`config.mk`:
```
export PLATFORM = sky130hd
export DESIGN_NAME = bp_me_wormhole_packet_decode_lce_req
export DESIGN_NICKNAME = d
export VERILOG_FILES = /design/src/rtl/bp_me_wormhole_packet_decode_lce_req.sv
export SDC_FILE = /design/constraint.sdc
export NUM_CORES = 1
export LEC_CHECK = 0
export CAP_MARGIN = 20
export CORE_AREA = 2 2 250 252
export CTS_CLUSTER_SIZE = 28
export DETAILED_ROUTE_END_ITERATION = 8
export DIE_AREA = 0 0 252 254
export GPL_TIMING_DRIVEN = 0
export PLACE_DENSITY_LB_ADDON = 0.3
export SYNTH_ARGS = -nofsm -noshare
export SYNTH_HDL_FRONTEND = slang
export SYNTH_SLANG_ARGS = --single-unit
```
`constraint.sdc`:
```
create_clock -name clk_i -period 2.4 [get_ports clk_i]
set_input_delay 0.36 -clock clk_i [delete_from_list [all_inputs] [get_ports clk_i]]
set_output_delay 0.36 -clock clk_i [all_outputs]
set_load 0.01 [all_outputs]
```
`src/rtl/bp_me_wormhole_packet_decode_lce_req.sv`:
```
// Reassembles LCE-to-CCE request wormhole flits into {data, msg_hdr, cid, len, cord}.
// Optional length-overflow flag: define BP_ME_WH_DECODE_LEN_CHECK_EN.
module bp_me_wormhole_packet_decode_lce_req #(
  parameter int flit_width_p    = 64,
  parameter int cord_width_p    = 7,
  parameter int len_width_p     = 4,
  parameter int cid_width_p     = 2,
  parameter int msg_hdr_width_p = 51,
  parameter int data_width_p    = 512,
  localparam int wh_hdr_width_lp = cord_width_p + len_width_p + cid_width_p + msg_hdr_width_p
) (
  input  logic                       clk_i,
  input  logic                       reset_n_i,
  input  logic [flit_width_p-1:0]    link_data_i,
  input  logic                       link_v_i,
  output logic                       link_ready_and_o,
  output logic [wh_hdr_width_lp-1:0] wh_header_o,
  output logic [data_width_p-1:0]    data_o,
  output logic                       v_o,
  input  logic                       ready_and_i,
  output logic                       error_o
);

  localparam int max_flits_lp = (wh_hdr_width_lp + data_width_p + flit_width_p - 1) / flit_width_p;

  localparam logic [1:0] e_ready = 2'd0;
  localparam logic [1:0] e_recv  = 2'd1;
  localparam logic [1:0] e_out   = 2'd2;

  logic [1:0]                                state_r;
  logic [len_width_p-1:0]                    cnt_r;
  logic [len_width_p-1:0]                    len_r;
  logic [max_flits_lp-1:0][flit_width_p-1:0] pkt_r;
  logic [max_flits_lp*flit_width_p-1:0]      pkt_flat;
  logic [len_width_p-1:0]                    len_field;
  logic                                      link_xfer;

  assign len_field        = link_data_i[cord_width_p +: len_width_p];
  assign link_ready_and_o = reset_n_i && (state_r != e_out);
  assign link_xfer        = link_v_i && link_ready_and_o;
  assign v_o              = (state_r == e_out);

  assign pkt_flat    = pkt_r;
  assign wh_header_o = pkt_flat[0 +: wh_hdr_width_lp];
  assign data_o      = pkt_flat[wh_hdr_width_lp +: data_width_p];

  always_ff @(posedge clk_i) begin
    if (!reset_n_i) begin
      state_r <= e_ready;
      cnt_r   <= '0;
      len_r   <= '0;
      // NOTE: the buffer is reset (not just the control) because undelivered payload must read 0.
      pkt_r   <= '0;
    end else begin
      case (state_r)
        e_ready: if (link_xfer) begin
          // NOTE: non-blocking assignments resolve last-wins, so slot 0 overrides the clear.
          pkt_r    <= '0;
          pkt_r[0] <= link_data_i;
          len_r    <= len_field;
          cnt_r    <= len_width_p'(1);
          state_r  <= (len_field == '0) ? e_out : e_recv;
        end
        e_recv: if (link_xfer) begin
          // Flits beyond the buffer belong to an over-long packet and are dropped.
          if (int'(cnt_r) < max_flits_lp) pkt_r[cnt_r] <= link_data_i;
          if (cnt_r != '1) cnt_r <= cnt_r + len_width_p'(1);
          if (cnt_r == len_r) state_r <= e_out;
        end
        e_out: if (ready_and_i) state_r <= e_ready;
        default: state_r <= e_ready;
      endcase
    end
  end

`ifdef BP_ME_WH_DECODE_LEN_CHECK_EN
  localparam int max_len_lp = max_flits_lp - 1;
  logic error_r;

  always_ff @(posedge clk_i) begin
    if (!reset_n_i) begin
      error_r <= 1'b0;
    end else if ((state_r == e_ready) && link_xfer && (int'(len_field) > max_len_lp)) begin
      error_r <= 1'b1;
    end
  end

  assign error_o = error_r;
`else
  assign error_o = 1'b0;
`endif

endmodule

```
==> flow_summary.html <==
<table>
<tr><th>Metric</th><th>Value</th></tr>
<tr><th colspan="2">Status</th></tr>
<tr><td>Status</td><td>completed</td></tr>
<tr><th colspan="2">Synthesis</th></tr>
<tr><td>Share of the synthesized area in compound gates (AO/OA/AOI/OAI)</td><td>0.177</td></tr>
<tr><td>Number of nets in the synthesized netlist</td><td>2,153</td></tr>
<tr><td>Main combinational cell family by area after synthesis</td><td>compound AO/OA/AOI/OAI gates</td></tr>
<tr><td>Multiplexer area fraction after synthesis</td><td>0.0326</td></tr>
<tr><td>Post-Synth Simple-Gate Area</td><td>0.138</td></tr>
<tr><td>Xor and xnor area share after synthesis</td><td>0.00178</td></tr>
<tr><td>Most used flip-flop cell after synthesis</td><td>sky130_fd_sc_hd__dfxtp_1</td></tr>
<tr><td>Library cells used by synthesis</td><td>40</td></tr>
<tr><td>Async set-reset flop share out of synthesis</td><td>0</td></tr>
<tr><td>Post-synthesis instance total</td><td>2,080</td></tr>
<tr><td>Area share of fa/ha/maj cells after synthesis</td><td>0.00319</td></tr>
<tr><td>Sequential-to-total area share from yosys stat</td><td>0.597</td></tr>
<tr><td>Count of yosys warnings during synthesis</td><td>0</td></tr>
<tr><td>Count of flip-flops with a built-in enable after synthesis</td><td>0</td></tr>
<tr><td>Post-synthesis sequential element count</td><td>around 600</td></tr>
<tr><td>Cell area after synthesis</td><td>a little under 0.02 mm2</td></tr>
<tr><td>Average instance area after synthesis</td><td>9.44 um2</td></tr>
<tr><th colspan="2">Critical path</th></tr>
<tr><td>Worst R2R Path Depth</td><td>6</td></tr>
<tr><td>Largest fanout of any net on the critical path</td><td>10</td></tr>
<tr><td>Destination of the worst register-to-register timing path</td><td>data_o[223]</td></tr>
<tr><td>Setup slack of the most critical reg-to-reg path</td><td>0.09 ns</td></tr>
<tr><td>Endpoint class of the critical path</td><td>flop</td></tr>
<tr><td>Path type of the worst setup path</td><td>reg -&gt; reg</td></tr>
<tr><td>Arr. time, crit path</td><td>2.85 ns</td></tr>
<tr><td>Crit start category</td><td>flop</td></tr>
<tr><td>Reg2reg start</td><td>state_r[0]</td></tr>
<tr><td>Worst Path Required</td><td>2.94 ns</td></tr>
<tr><th colspan="2">Floorplan</th></tr>
<tr><td>Initial standard-cell utilization of the core</td><td>0.321</td></tr>
<tr><td>Core Area</td><td>0.0613 mm2</td></tr>
<tr><td>Number of rows in the core area</td><td>slightly above 90</td></tr>
<tr><td>Die outline area</td><td>~0.064 mm2</td></tr>
<tr><td>Num ports</td><td>647</td></tr>
<tr><td>Vert. Die Dim</td><td>~250 um</td></tr>
<tr><td>Die boundary width</td><td>252 um</td></tr>
<tr><th colspan="2">Global route</th></tr>
<tr><td>Grt total ovfl</td><td>0</td></tr>
<tr><td>GRT Util Overall</td><td>0.268</td></tr>
<tr><td>Antenna violations before repair</td><td>4</td></tr>
<tr><td>Global-route wire length before repair</td><td>127 mm</td></tr>
<tr><td>Maximum number of pins on one net before global-route repair</td><td>16</td></tr>
<tr><td>Number of global-route vias before repair</td><td>18,800</td></tr>
<tr><th colspan="2">STA</th></tr>
<tr><td>Slew of the pin with the lowest slew margin</td><td>just under 0.9 ns</td></tr>
<tr><td>Unrepaired setup endpoints after global routing</td><td>no</td></tr>
<tr><td>Number of pins exceeding their max-slew limit in the final report</td><td>0</td></tr>
<tr><td>Clock period minus worst slack</td><td>2.31 ns</td></tr>
<tr><td>Hold Vio Cnt, Final</td><td>0</td></tr>
<tr><td>Final worst path period share</td><td>0.964</td></tr>
<tr><td>Final-layout setup total negative slack</td><td>0 ns</td></tr>
<tr><td>Clock skew</td><td>approximately 0.027 ns</td></tr>
<tr><td>FMAX</td><td>around 430 MHz</td></tr>
<tr><td>Slew headroom</td><td>0.421</td></tr>
<tr><td>Final setup slack of the worst path</td><td>0.0876 ns</td></tr>
<tr><td>WHS</td><td>0.186 ns</td></tr>
<tr><td>Total of endpoints with negative setup slack in the final report</td><td>0</td></tr>
<tr><th colspan="2">Flow run</th></tr>
<tr><td>Max_cap viols</td><td>0</td></tr>
<tr><th colspan="2">Routing</th></tr>
<tr><td>Iteration-0 DRC count of the detailed router</td><td>1,693</td></tr>
<tr><td>Via count</td><td>19,700</td></tr>
<tr><td>Length of the first detailed-routing pass in iterations</td><td>7</td></tr>
<tr><td>Vias per std cell</td><td>5.41</td></tr>
<tr><td>Final Routed Wirelength</td><td>90.7 mm</td></tr>
<tr><td>Routed length per instance</td><td>24.9 um</td></tr>
<tr><td>Remaining antenna violation count after routing</td><td>0</td></tr>
<tr><td>Detailed-route DRC error count</td><td>0</td></tr>
<tr><th colspan="2">Placement</th></tr>
<tr><td>Gpl congestion</td><td>about 0.88</td></tr>
<tr><td>IO Port Bufs</td><td>644</td></tr>
<tr><td>Post-placement setup slack</td><td>-0.422 ns</td></tr>
<tr><td>Detail Placement HPWL</td><td>around 65 mm</td></tr>
<tr><th colspan="2">Clock tree</th></tr>
<tr><td>Sink Count</td><td>586</td></tr>
<tr><td>Clock Pin Slew Worst Setup and Hold Paths</td><td>0.07 ns</td></tr>
<tr><td>Maximum buffer depth of the clock tree</td><td>3</td></tr>
<tr><td>Hold-fix buffers at CTS</td><td>0</td></tr>
<tr><td>Clock tree from TritonCTS</td><td>yes</td></tr>
<tr><td>Total clock buffers created by CTS</td><td>60</td></tr>
<tr><td>Number of H-tree levels</td><td>2</td></tr>
<tr><td>Root Buffer Master</td><td>sky130_fd_sc_hd__clkbuf_16</td></tr>
<tr><td>Clock latency of the later-clocked register in the worst-skew pair</td><td>0.62 ns</td></tr>
<tr><th colspan="2">Power and ir drop</th></tr>
<tr><td>Leak</td><td>just over 10 nW</td></tr>
<tr><td>Total Power Consumption</td><td>20.9 mW</td></tr>
<tr><td>Power density relative to cell area</td><td>about 710 mW/mm2</td></tr>
<tr><td>Worst voltage drop across the vdd grid</td><td>0.524 mV</td></tr>
<tr><th colspan="2">Hold path</th></tr>
<tr><td>Hold EP</td><td>state_r[0]</td></tr>
<tr><td>Start point of the worst hold path</td><td>reset_n_i</td></tr>
<tr><td>Class of the most critical hold timing path</td><td>in -&gt; reg</td></tr>
<tr><td>Count of cells along the worst hold path</td><td>4</td></tr>
<tr><th colspan="2">Layout</th></tr>
<tr><td>Share of layout cells above drive strength 1</td><td>0.0812</td></tr>
<tr><td>Final net count</td><td>2,873</td></tr>
<tr><td>Area added between synthesis and finish</td><td>49.0%</td></tr>
</table>
==> cell usage in the layout (no fill, tap or decap), types with 4 or more instances in the layout <==
cell type / count
sky130_fd_sc_hd__ha_1: 5
sky130_fd_sc_hd__nand3b_1: 5
sky130_fd_sc_hd__dfxtp_1: 586
sky130_fd_sc_hd__mux2i_1: 64
sky130_fd_sc_hd__clkinv_2: 10
sky130_fd_sc_hd__nand3_2: 7
sky130_fd_sc_hd__clkbuf_16: 61
sky130_fd_sc_hd__buf_4: 10
sky130_fd_sc_hd__buf_2: 75
sky130_fd_sc_hd__nor2b_1: 4
sky130_fd_sc_hd__clkdlybuf4s50_1: 642
sky130_fd_sc_hd__nand2_1: 646
sky130_fd_sc_hd__o22ai_2: 8
sky130_fd_sc_hd__a21oi_1: 10
sky130_fd_sc_hd__or3b_1: 4
sky130_fd_sc_hd__clkbuf_8: 14
sky130_fd_sc_hd__nor2_1: 4
sky130_fd_sc_hd__o21ai_0: 5
sky130_fd_sc_hd__clkbuf_1: 100
sky130_fd_sc_hd__buf_6: 19
sky130_fd_sc_hd__o22ai_1: 504
sky130_fd_sc_hd__xor2_1: 4
sky130_fd_sc_hd__a21oi_4: 6
==> sequential cells by signal, summed over array words and instances, names as in the netlist <==
| register | cells |
|---|---|
| data_o | 512 |
| wh_header_o | 64 |
| cnt_r | 4 |
| len_r | 4 |
| state_r | 2 |
==> worst max-delay path by stage <==
stage / slack, ns / cells after the start / startpoint / endpoint
final: 0.09 / 6 / state_r[0] / data_o[223]
after global routing: 0.007 / 5 / cnt_r[3] / data_o[94]
after CTS: 0.02 / 6 / cnt_r[0] / data_o[109]
after detailed placement: -0.42 / 6 / link_v_i / data_o[273]
after global placement: -0.63 / 6 / link_v_i / data_o[210]
after floorplan: 0.62 / 6 / cnt_r[0] / data_o[131]
==> per-layer routing <==
| layer | vias up | GRT usage | part of all wire |
|---|---|---|---|
| li1 | 8794 | - | - |
| met1 | 9692 | 0.327 | 0.40 |
| met2 | 965 | 0.455 | 0.48 |
| met3 | 200 | 0.0609 | 0.080 |
| met4 | 2 | 0.112 | 0.040 |
| met5 | - | 0 | 0.00020 |
==> stage by stage <==
step           instances  utilization  cell area [um2]
6_report            3635        0.477            29200
2_1_floorplan       2080            -            19600
3_3_place_gp        3514        0.442            27100
4_1_cts             3631        0.477            29200
3_5_place_dp        3518        0.443            27200
5_1_grt             3634        0.477            29200
==> critical path: stages (launching register included) <==
cell and delay (ns):
sky130_fd_sc_hd__dfxtp_1 0.31, sky130_fd_sc_hd__buf_4 0.15, sky130_fd_sc_hd__and4b_1 0.22, sky130_fd_sc_hd__buf_2 0.23, sky130_fd_sc_hd__nand3_2 0.60, sky130_fd_sc_hd__clkbuf_1 0.45
sky130_fd_sc_hd__o22ai_1 0.25
==> what timing repair did <==
action / CTS / global route
setup buffers: 7 / 3
pin swaps: 2 / 1
setup endpoints to repair: 111 / 117
gates resized for setup: 5 / 2
==> where the power goes <==
part	internal [mW]	switching, mW	leakage [nW]	total [mW]
clock	5.39	3.99	0.962	9.38
combinational	0.546	1.12	4.51	1.66
sequential	9.81	0.0483	4.73	9.86
==> area by class of cell <==
| cell class | count | area, um2 |
|---|---|---|
| plain buffers | 190 | 966 |
| inverters | 4 | 15.0 |
| flip-flops and latches | 586 | 11700 |
| multi-input cells | 1300 | 6950 |
| clock inverters | 19 | 189 |
| clock buffers | 87 | 1760 |
| well taps | 790 | 988 |
| repair buffers | 658 | 6640 |
| diodes | 1 | 2.50 |
| fillers | 5731 | 32000 |
==> synth_stat cells, drive strengths merged (4+ instances only) <==
cell type,instances,share of area
nand2,646,0.12
dfxtp,586,0.60
o22ai,512,0.17
buf,100,0.032
clkbuf,90,0.017
mux2i,64,0.033
a21oi,17,0.0068
nand3,8,0.0038
ha,5,0.0032
nand3b,5,0.0019
o21ai,5,0.0013
inv,4,0.00076
nor2,4,0.00076
nor2b,4,0.0013
or3b,4,0.0018
xor2,4,0.0018
==> cell families (layout without fill, tap and decap cells) <==
kind of cell,count (synthesis),count (layout)
buf+inv,194,958
fa+ha+maj,5,5
mux,64,64
compound gates,541,541
simple gates,685,685
xor+xnor,4,4
other cells,1,2
flops,586,586
No activity file was read; power rests on OpenSTA's default activity.
